$ cat src/rtl/videocard_pkg.sv
// Shared videocard definitions: default bus geometry and the memory arbiter
// state encoding.
package videocard_pkg;

   localparam int WIDTH_DEF    = 32;
   localparam int CORE_NUM_DEF = 4;
   localparam int IDX_W        = $clog2(CORE_NUM_DEF);

   typedef logic [1:0] arb_state_t;

   localparam arb_state_t IDLE  = 2'd0;
   localparam arb_state_t ISSUE = 2'd1;
   localparam arb_state_t WAIT  = 2'd2;
   localparam arb_state_t RESP  = 2'd3;

endpackage

$ cat src/rtl/rr_mem_arbiter_picker.sv
// Round-robin request picker. It rotates the request vector so that rr_ptr
// sits at bit 0, then takes the lowest set bit of the rotated vector.
module rr_priority_picker #(
   parameter int N  = 4,
   parameter int IW = 2
) (
   input  logic [N-1:0]  request,
   input  logic [IW-1:0] rr_ptr,
   output logic          found,
   output logic [IW-1:0] index
);

   logic [N-1:0] rotated;

   always_comb begin
      rotated = '0;
      index   = '0;
      for (int k = 0; k < N; k++) begin
         rotated[k] = request[(int'(rr_ptr) + k) % N];
      end
      // Descending scan, so the lowest rotated position is the last to write.
      for (int k = N - 1; k >= 0; k--) begin
         if (rotated[k]) begin
            index = IW'((int'(rr_ptr) + k) % N);
         end
      end
   end

   assign found = |request;

endmodule

$ cat src/rtl/rr_mem_arbiter.sv
// Round-robin arbiter giving CORE_NUM cores one transaction at a time on a
// shared single-port memory with a fixed read latency.
//
// state | meaning
// IDLE  | no transaction; pick the next requester from rr_ptr onward
// ISSUE | address/data on the memory port; wren pulses here on writes
// WAIT  | read in flight; capture data_read when the counter reaches 0
// RESP  | response pulse to the granted core; rr_ptr moves past it
module rr_mem_arbiter
   import videocard_pkg::*;
#(
   parameter int  WIDTH      = WIDTH_DEF,
   parameter int  CORE_NUM   = CORE_NUM_DEF,
   parameter int  RD_LATENCY = 2,
   localparam int IW         = $clog2(CORE_NUM)
) (
   input  logic                      clk,
   input  logic                      reset,
   input  logic [CORE_NUM-1:0]       request,
   input  logic [CORE_NUM-1:0]       wren_core,
   input  logic [CORE_NUM*WIDTH-1:0] address_in,
   input  logic [CORE_NUM*WIDTH-1:0] data_in,
   output logic [CORE_NUM*WIDTH-1:0] data_out,
   output logic [CORE_NUM-1:0]       response,
   output logic [WIDTH-1:0]          address,
   output logic [WIDTH-1:0]          data_write,
   output logic                      wren,
   input  logic [WIDTH-1:0]          data_read,
   output logic                      busy,
   output logic [IW-1:0]             grant_idx
);

   localparam logic [3:0] WAIT_INIT = 4'(RD_LATENCY - 1);

   arb_state_t       state;
   logic [IW-1:0]    rr_ptr;
   logic [3:0]       wait_cnt;
   logic             is_write;
   logic             pick_found;
   logic [IW-1:0]    pick_idx;
   logic [WIDTH-1:0] addr_arr [CORE_NUM];
   logic [WIDTH-1:0] wdata_arr [CORE_NUM];
   logic [WIDTH-1:0] dout_q [CORE_NUM];

   for (genvar gi = 0; gi < CORE_NUM; gi++) begin : g_lanes
      assign addr_arr[gi]                  = address_in[gi*WIDTH +: WIDTH];
      assign wdata_arr[gi]                 = data_in[gi*WIDTH +: WIDTH];
      assign data_out[gi*WIDTH +: WIDTH]   = dout_q[gi];
   end

   rr_priority_picker #(.N(CORE_NUM), .IW(IW)) u_picker (
      .request (request),
      .rr_ptr  (rr_ptr),
      .found   (pick_found),
      .index   (pick_idx)
   );

   always_ff @(posedge clk) begin
      if (reset) begin
         state      <= IDLE;
         rr_ptr     <= '0;
         grant_idx  <= '0;
         wait_cnt   <= '0;
         is_write   <= 1'b0;
         address    <= '0;
         data_write <= '0;
         wren       <= 1'b0;
         busy       <= 1'b0;
         response   <= '0;
         for (int i = 0; i < CORE_NUM; i++) begin
            dout_q[i] <= '0;
         end
      end else begin
         response <= '0;
         wren     <= 1'b0;
         case (state)
            IDLE: begin
               if (pick_found) begin
                  grant_idx  <= pick_idx;
                  address    <= addr_arr[pick_idx];
                  data_write <= wdata_arr[pick_idx];
                  is_write   <= wren_core[pick_idx];
                  wren       <= wren_core[pick_idx];
                  busy       <= 1'b1;
                  state      <= ISSUE;
               end
            end
            ISSUE: begin
               if (is_write) begin
                  response[grant_idx] <= 1'b1;
                  state               <= RESP;
               end else begin
                  wait_cnt <= WAIT_INIT;
                  state    <= WAIT;
               end
            end
            WAIT: begin
               if (wait_cnt == 4'd0) begin
                  dout_q[grant_idx]   <= data_read;
                  response[grant_idx] <= 1'b1;
                  state               <= RESP;
               end else begin
                  wait_cnt <= wait_cnt - 4'd1;
               end
            end
            RESP: begin
               rr_ptr <= (grant_idx == IW'(CORE_NUM - 1)) ? '0 : grant_idx + 1'b1;
               busy   <= 1'b0;
               state  <= IDLE;
            end
            default: begin
               busy  <= 1'b0;
               state <= IDLE;
            end
         endcase
      end
   end

endmodule

$ cat config.mk
export PLATFORM = sky130hd
export DESIGN_NAME = rr_mem_arbiter
export DESIGN_NICKNAME = d
export VERILOG_FILES = /design/src/rtl/videocard_pkg.sv /design/src/rtl/rr_mem_arbiter_picker.sv /design/src/rtl/rr_mem_arbiter.sv
export SDC_FILE = /design/constraint.sdc
export NUM_CORES = 1
export LEC_CHECK = 0
export ABC_AREA = 1
export CAP_MARGIN = 10
export CORE_AREA = 2 2 193 195
export CTS_CLUSTER_SIZE = 28
export DETAILED_ROUTE_END_ITERATION = 7
export DIE_AREA = 0 0 195 197
export PLACE_DENSITY = 0.71
export SYNTH_ARGS = -nofsm -noshare
export SYNTH_HDL_FRONTEND = slang
export SYNTH_SLANG_ARGS = --single-unit
export TNS_END_PERCENT = 10
$ cat constraint.sdc
create_clock -name clk -period 7.1 [get_ports clk]
set_input_delay 0.71 -clock clk [delete_from_list [all_inputs] [get_ports clk]]
set_output_delay 0.71 -clock clk [all_outputs]
set_load 0.01 [all_outputs]
==> results.md, run 1 <==
- Entering global routing, the biggest net connects 86 pins.
- The number of buffers inserted to repair setup after CTS is 0.
- The count of final max-slew check failures is 0.
- The initial antenna violation count is 10.
- Leaving out fill and tap cells, the most frequent cell in the layout is clkdlybuf4s50_1.
- The first-pass detailed-route iteration total is 5.
- Along the worst path, the maximum fanout reaches 85.
- The share of synthesized area occupied by flip-flops and latches is 51.1%.
- In the layout the commonest cells are clkdlybuf4s50_1, nand2_1, inv_1.
- The post-CTS resize count is 0.
- The time the worst path needs with I/O delays and setup is 3900 ps.
- The mean instance size in the synthesized netlist is 7.52 um^2.
- Power spread over the standard cell area amounts to 312 nW/um^2.
- Summed over all nets, the half-perimeter wirelength after detailed placement is 31000 um.
- STA classifies the critical path startpoint as a primary input.
- The worst setup path is captured at a register.
- Using the TritonRoute via totals, the vias-per-cell ratio works out to 4.67.
- The path class of the tightest hold or removal check is register to register.
- The clock edge transition at the registers on the reported setup and hold paths is 60 ps.
- The post-detailed-routing wire length is 41900 um.
- The synthesized net count is 1732.
- In the final routed layout, each cell accounts on average for 17.7 um.
- Setup repair after global routing left no endpoint under its margin.
- In this run the remaining antenna-violating nets after routing total 0.
- The full die area is 38400 um^2.
- The area of combinational cells with multiple inputs is 3880 um^2.
- Of the available clock period, the critical path in the final layout requires 55.0%.
- The longest clock path from root to sink contains 3 buffers.
- Global routing used 20.9% of the available tracks across all layers.
- The clock sink count is 209.
- In this run the static leakage power is 7.60 nW.
- The type of the setup path with the least slack is primary input to register.
- After the last flow step, the layout net total stands at 2184.
- The critical path startpoint is request[3].
- The area occupied by registers is 5470 um^2.
- The number of global-route vias before repair was 10700.
- The count of standard-cell rows is 70.
- Compared with the post-synthesis result, the final layout area differs by 56.4%.
- The worst register-to-register path begins at rr_ptr[0].
- The clock latency reported for the late side of the worst-skew pair is 520 ps.
- The first global-routing pass estimated 62200 um of wire.
- The filler cell count is 3547.
- At the end of routability-driven placement, the weighted congestion stood at 0.948.
- The CTS H-tree depth is 1.
- TritonCTS built the clock tree.
- Cells with a size suffix above 1 make up 3.70% of the layout.
- The Yosys step of the flow raised 0 warnings.
- 498 I/O pins were placed.
- In this run the most critical hold path is launched from is_write.
- Across all layers, the routed design uses 11000 vias.
- The final hold violation count is 0.
- For the final database, setup skew stands at 15.8 ps.
- Global routing finished with a remaining overflow of 0.
- The transition time at the pin with the least slew margin is 1130 ps.
- The number of different library cells used by synthesis comes to 31.
- After synthesis the cells add up to 10700 um^2.
- For this configuration, the core starts out at a cell density of 29.5%.
- The TritonCTS buffer count is 22.
- The final count of negative-setup-slack endpoints is 0.
- Counting every instance in the synthesized netlist gives 1423.
- In this run the horizontal extent of the chip is 195 um.
- In this run the cell area measured after placement is 16000 um^2.
- The clock root buffer is clkbuf_16.
- The die height is 197 um.
- The number of port buffers is 497.
- The number of hold buffers added after CTS was 0.
- The accumulated negative setup slack is 0 ps.
- The core footprint is 36300 um^2.
- Static timing analysis puts the maximum clock frequency at 256 MHz.
- Across the VDD grid, the largest voltage drop is 0.154 mV.
- For this run, design rule violations remaining after detail routing come to 0.
- The starting DRC count in detailed routing is 634.
- In this run the tightest slew margin relative to its limit is 24.5%.
- The run finished with clean final reports.
- The required time of the critical path is 7550 ps.
- After routing the design area is 16700 um^2.
- The total of flip-flops plus latches after synthesis is 209.
- Across the run, the number of max-cap violations was 0.
- The arrival time at the worst endpoint is 4350 ps.
layout make-up:
cell class | instances | area share, %
flip-flops and latches | 209 | 32.7
repair buffers | 510 | 30.3
multi-input cells | 864 | 23.2
inverters | 268 | 6.01
well taps | 468 | 3.50
clock buffers | 25 | 3.36
clock inverters | 15 | 0.883
diodes | 3 | 0.0449
power by group:
group / internal (mW) / leakage (nW) / switching, mW / total, mW
logic: 0.974 / 5.27 / 1.36 / 2.33
clock network: 0.648 / 0.331 / 0.506 / 1.15
registers: 1.57 / 1.99 / 0.164 / 1.73
synthesized netlist by cell type:
cell / number / area share, %
o21ai_4: 1 / 0.15
clkinv_1: 1 / 0.035
inv_1: 261 / 9.2
nor2_1: 210 / 7.4
clkbuf_1: 31 / 1.1
o22ai_1: 1 / 0.059
nand2_2: 1 / 0.059
inv_2: 6 / 0.21
o31ai_1: 1 / 0.070
nor3b_1: 3 / 0.21
o21ai_1: 1 / 0.047
ha_1: 11 / 1.3
dfxtp_1: 81 / 15
o211ai_1: 1 / 0.070
nand2_1: 301 / 11
nand4_1: 1 / 0.059
nand3_1: 243 / 11
a21oi_1: 32 / 1.5
buf_4: 3 / 0.21
nand2_4: 1 / 0.11
nor3_1: 34 / 1.6
nor2_2: 4 / 0.23
edfxtp_1: 128 / 36
nand3_2: 3 / 0.28
buf_1: 8 / 0.28
buf_2: 38 / 1.8
buf_6: 2 / 0.21
nor2_4: 3 / 0.32
and2_1: 1 / 0.059
a211oi_1: 1 / 0.070
o21ai_0: 10 / 0.47
sequential cells by signal, summed over array words and instances, names as in the netlist:
signal and cells:
state 2, response 4, busy 1, address 32, rr_ptr 2, wait_cnt 4, dout_q 128, is_write 1
grant_idx 2, wren 1, data_write 32
stage by stage:
step | power, mW | worst slack, ps | std cells | hold WS [ps] | utilization (%)
after global routing | 5.55 | 2920 | 2361 | 517 | 46.1
after floorplan | 3.01 | 3370 | 1423 | 450 | -
final | 5.22 | 3200 | 2362 | 479 | 46.1
after detailed placement | 4.10 | 2770 | 2319 | 472 | 44.2
after CTS | 5.27 | 3330 | 2359 | 484 | 46.1
after global placement | 4.05 | 2820 | 2319 | 470 | 44.2
per-layer routing:
| metal | global-route usage [%] | vias to the layer above | wire [um] |
|---|---|---|---|
| li1 | - | 5330 | - |
| met1 | 23.8 | 5066 | 15700 |
| met2 | 36.9 | 533 | 20500 |
| met3 | 5.78 | 85 | 3740 |
| met4 | 8.57 | 8 | 1760 |
| met5 | 0 | - | 54 |
critical path: stages:
cell and delay [ps]:
clkdlybuf4s50_1 470, inv_1 50, o21ai_1 160, nand2_1 130
nand3_2 130, nand2_1 70, nand2_2 50, buf_4 660
nand2_4 600, inv_2 780, nand2_1 130, nand3_1 120
nand2_1 70, nor2_1 100
final timing paths:
path | to | slack, ps | cells past startpoint
worst max-delay path | address[15] | 3200 | 14
worst max register to register | address[15] | 3290 | 13
worst min register to register | is_write | 480 | 2
worst min-delay path | is_write | 480 | 2
logic make-up (layout without fill, tap and decap cells):
group	count (synthesis)	in the layout	share of synthesized area, %
compound gates	48	48	2.43
fa+ha+maj	11	11	1.29
buf+inv	350	818	13.0
flops	209	209	51.1
other cells	0	3	0
simple gates	805	805	32.2
(Power assumes the default switching activity.)
==> run 2, diff against run 1 <==
Settings changed: CORE_AREA 2 2 193 195 to 2 2 192 194, DIE_AREA 0 0 195 197 to 0 0 194 196, PLACE_DENSITY 0.71 to 0.74.
Clock period 7.1 ns to 3.3 ns, I/O delays scaled along.
==> run 2 against run 1 <==
Worst setup slack got worse by 2400 ps. Sequential power increased by 110%. Wire length decreased by 5.0%. Via count increased by 0.42%. Die area decreased by 1.0%. Clock-buffer cell count increased by 1. Clock power increased by 140%. Sequential cell count unchanged. Combinational power increased by 120%. Power increased by 120%. First-iteration DRC count decreased by 5.7%. Non-clock buffer count increased by 8.
==> results.md, run 2 (synthesis gave the netlist of run 1 again) <==
- The run finished with clean final reports.
- The largest net degree at the start of global routing is 111 (+29%).
- The average detailed-routed wire length per instance is 16.8 um (-5.2%).
- The post-CTS resize count came to 0 (unchanged).
- The final count of negative-setup-slack endpoints is 0 (unchanged).
- The slack of the worst reg-to-reg path is 840 ps (-2450 ps).
- The count of standard-cell rows is 70 (unchanged).
- The arrival time at the worst endpoint came to 2910 ps (-1440 ps).
- The global placement routability congestion is 0.914 (-3.6%).
- The layout cell share with drive strength beyond 1 is 4.21% (+0.51 points).
- The number of port buffers is 497 (unchanged).
- The transition time at the pin with the least slew margin came to 710 ps (-419 ps).
- The maximum net fanout on the critical path was 49 (-42%).
- The first-pass GRT wire length came to 60800 um (-2.2%).
- In the finished design, the share of the clock period the worst path needs comes to 74.4%.
- The global-route usage over all layers is 20.1% (-0.75 points).
- The die height is 196 um (-0.51%).
- The total number of nets in the final design is 2193 (+0.41%).
- The top cell types in the final layout, fill and taps aside, are clkdlybuf4s50_1, nand2_1, inv_1.
- The highest attainable clock frequency is 407 MHz.
- The worst flop-to-flop path startpoint is rr_ptr[0].
- The starting DRC count in detailed routing is 598 (-5.7%).
- The leakage power summed over all cells came to 7.69 nW (+1.3%).
- The average vias per placed instance is 4.67 (+0.16%).
- The worst hold path begins at reset.
- The path with the worst hold slack has its endpoint at grant_idx[1].
- The clock sink count came to 209 (unchanged).
- The count of final max-slew check failures was 0 (unchanged).
- The time the worst path needs with I/O delays and setup is 2460 ps.
- The full die area is 38000 um^2 (-1.0%).
- The number of diodes added for antenna fixing is 0 (-3).
- The core footprint is 36100 um^2 (-0.48%).
- The headroom to the max-slew limit is 52.7% (+28 points).
- The detailed-route DRC error count came to 0 (unchanged).
- The final hold violation count was 0 (unchanged).
- The type of the setup path with the least slack is register to register.
- The filler cell count was 3431 (-3.3%).
- The number of cells on the worst reg-to-reg path is 11 (-2).
- The post-detailed-routing wire length is 39800 um (-5.0%).
- The total via count in the routed design is 11100 (+0.42%).
- The CTS H-tree depth is 1 (unchanged).
- The number of buffers inserted to repair setup after CTS was 0 (unchanged).
- The initial standard-cell utilization of the core was 29.6% (+0.14 points).
- The TritonCTS buffer count is 23 (+4.5%).
- The total non-filler cell area in the finished layout is 16900 um^2 (+1.0%).
- The type of origin of the critical path is a register.
- The most common library cell in the layout ignoring fill and taps is clkdlybuf4s50_1.
- The area of combinational cells with multiple inputs is 3880 um^2 (about the same).
- The worst voltage drop across the vdd grid was 0.499 mV (+220%).
- The TritonCTS clock tree is yes.
- The area occupied by registers came to 5470 um^2 (unchanged).
- In the final layout, the registers with the most flip-flops are dout_q (128), address (32), data_write (32).
- The number of nets with antenna violations after detailed routing was 0 (unchanged).
- The max-cap check violation count is 0 (unchanged).
- The maximum count of clock buffers along a single path came to 3 (unchanged).
- The overall overflow remaining after global route is 0 (unchanged).
- More flip-flops sit in one register than any other, and that register is dout_q.
- The required time of the critical path was 3750 ps (-3800 ps).
- The power density normalized to cell area was 680 nW/um^2 (+120%).
- The quantity of hold-fixing buffers added after cts is 0 (unchanged).
- The clock latency reported for the late side of the worst-skew pair came to 510 ps (about the same).
- The tree is rooted in a clkbuf_16.
- The setup slack at placement came to 626 ps (-2150 ps).
- The min-delay analysis places its worst path in the category primary input to register.
- The worst hold path stage count is 2 (unchanged).
- The standard cell area after detailed placement was 16100 um^2 (+0.67%).
- In this run the critical register-to-register path is captured at address[4].
- Setup repair after global routing left no endpoint under its margin.
- The total power consumption of the routed design is 11.5 mW (+120%).
- The overall die width is 194 um (-0.51%).
- The initial antenna violation count is 2 (-8).
- The first-pass detailed-route iteration total came to 5 (unchanged).
- STA classifies the critical path endpoint as a register.
- The clock skew after layout is 13.7 ps (-2.12 ps).
- The flip-flop count of the largest register, all copies and words added is 128 (unchanged).
- The most critical setup path has its startpoint at rr_ptr[0].
- From synthesis to final layout, the design area changed by 58.0%.
- The detailed-placement wirelength estimate is 29500 um (-5.1%).
- The clock edge transition at the registers on the reported setup and hold paths was 60 ps (about the same).
- The number of global-route vias before repair came to 10800 (+1.3%).
- The number of ports placed on the die boundary was 498 (unchanged).
- The least setup slack across all paths after layout is 844 ps (-2350 ps).
## run 2: cell types whose count changed in the layout (fill, tap and decap cells not counted), moves of 2 or more
cell / previous run / this run
buf_12: 0 / 4
buf_4: 13 / 17
diode_2: 3 / 0
bufinv_16: 2 / 4
clkinv_1: 6 / 4
clkinvlp_4: 4 / 2
inv_6: 1 / 3
## run 2: cell type report
class	instances	area share [%]
sequential	209	32.3
inverter	268	5.95
clock inverter	15	1.16
multi-input combinational	864	23.0
tap	468	3.47
clock buffer	26	3.47
timing repair buffer	518	30.6
## run 2: how the worst max path moves through the flow
stage / endpoint / slack [ps]
after floorplan: dout_q[2][0] / -300
after global placement: address[21] / 690
after detailed placement: data_write[22] / 630
after CTS: data_write[22] / 880
after global routing: address[19] / 630
final: address[4] / 840
## run 2: worst max-delay path, cell delays in order, from the launching register on
cell and delay (ps):
dfxtp_1 560, inv_2 100, nand2_1 120, nand3_1 130
a21oi_1 270, o21ai_4 110, nor2_4 80, buf_4 530
nand3_1 220, nand3_1 120, nand2_1 50, inv_1 60
## run 2: layer usage
| metal | routed length (um) | global-route usage (%) | vias up | part of all wire (%) |
|---|---|---|---|---|
| li1 | - | - | 5335 | - |
| met2 | 19400 | 35.4 | 589 | 49 |
| met5 | 7 | 0 | - | 0.018 |
| met1 | 14800 | 23.3 | 5063 | 37 |
| met4 | 1640 | 8.36 | 2 | 4.1 |
| met3 | 3910 | 5.19 | 79 | 9.8 |
## run 2: where the power goes
group | total [mW] | internal, mW | switching [mW]
registers | 3.70 | 3.37 | 0.327
clock network | 2.71 | 1.60 | 1.11
logic | 5.08 | 2.17 | 2.91
## run 2: through the flow
stage / utilization, % / hold slack [ps] / setup TNS (ps) / instances
global route: 46.8 / 64.2 / 0 / 2368
detailed placement: 44.7 / 474 / 0 / 2327
finish: 46.8 / 77.5 / 0 / 2368
floorplan: - / 450 / -9490 / 1423
global placement: 44.7 / 462 / 0 / 2327
CTS: 46.8 / 35.3 / 0 / 2368
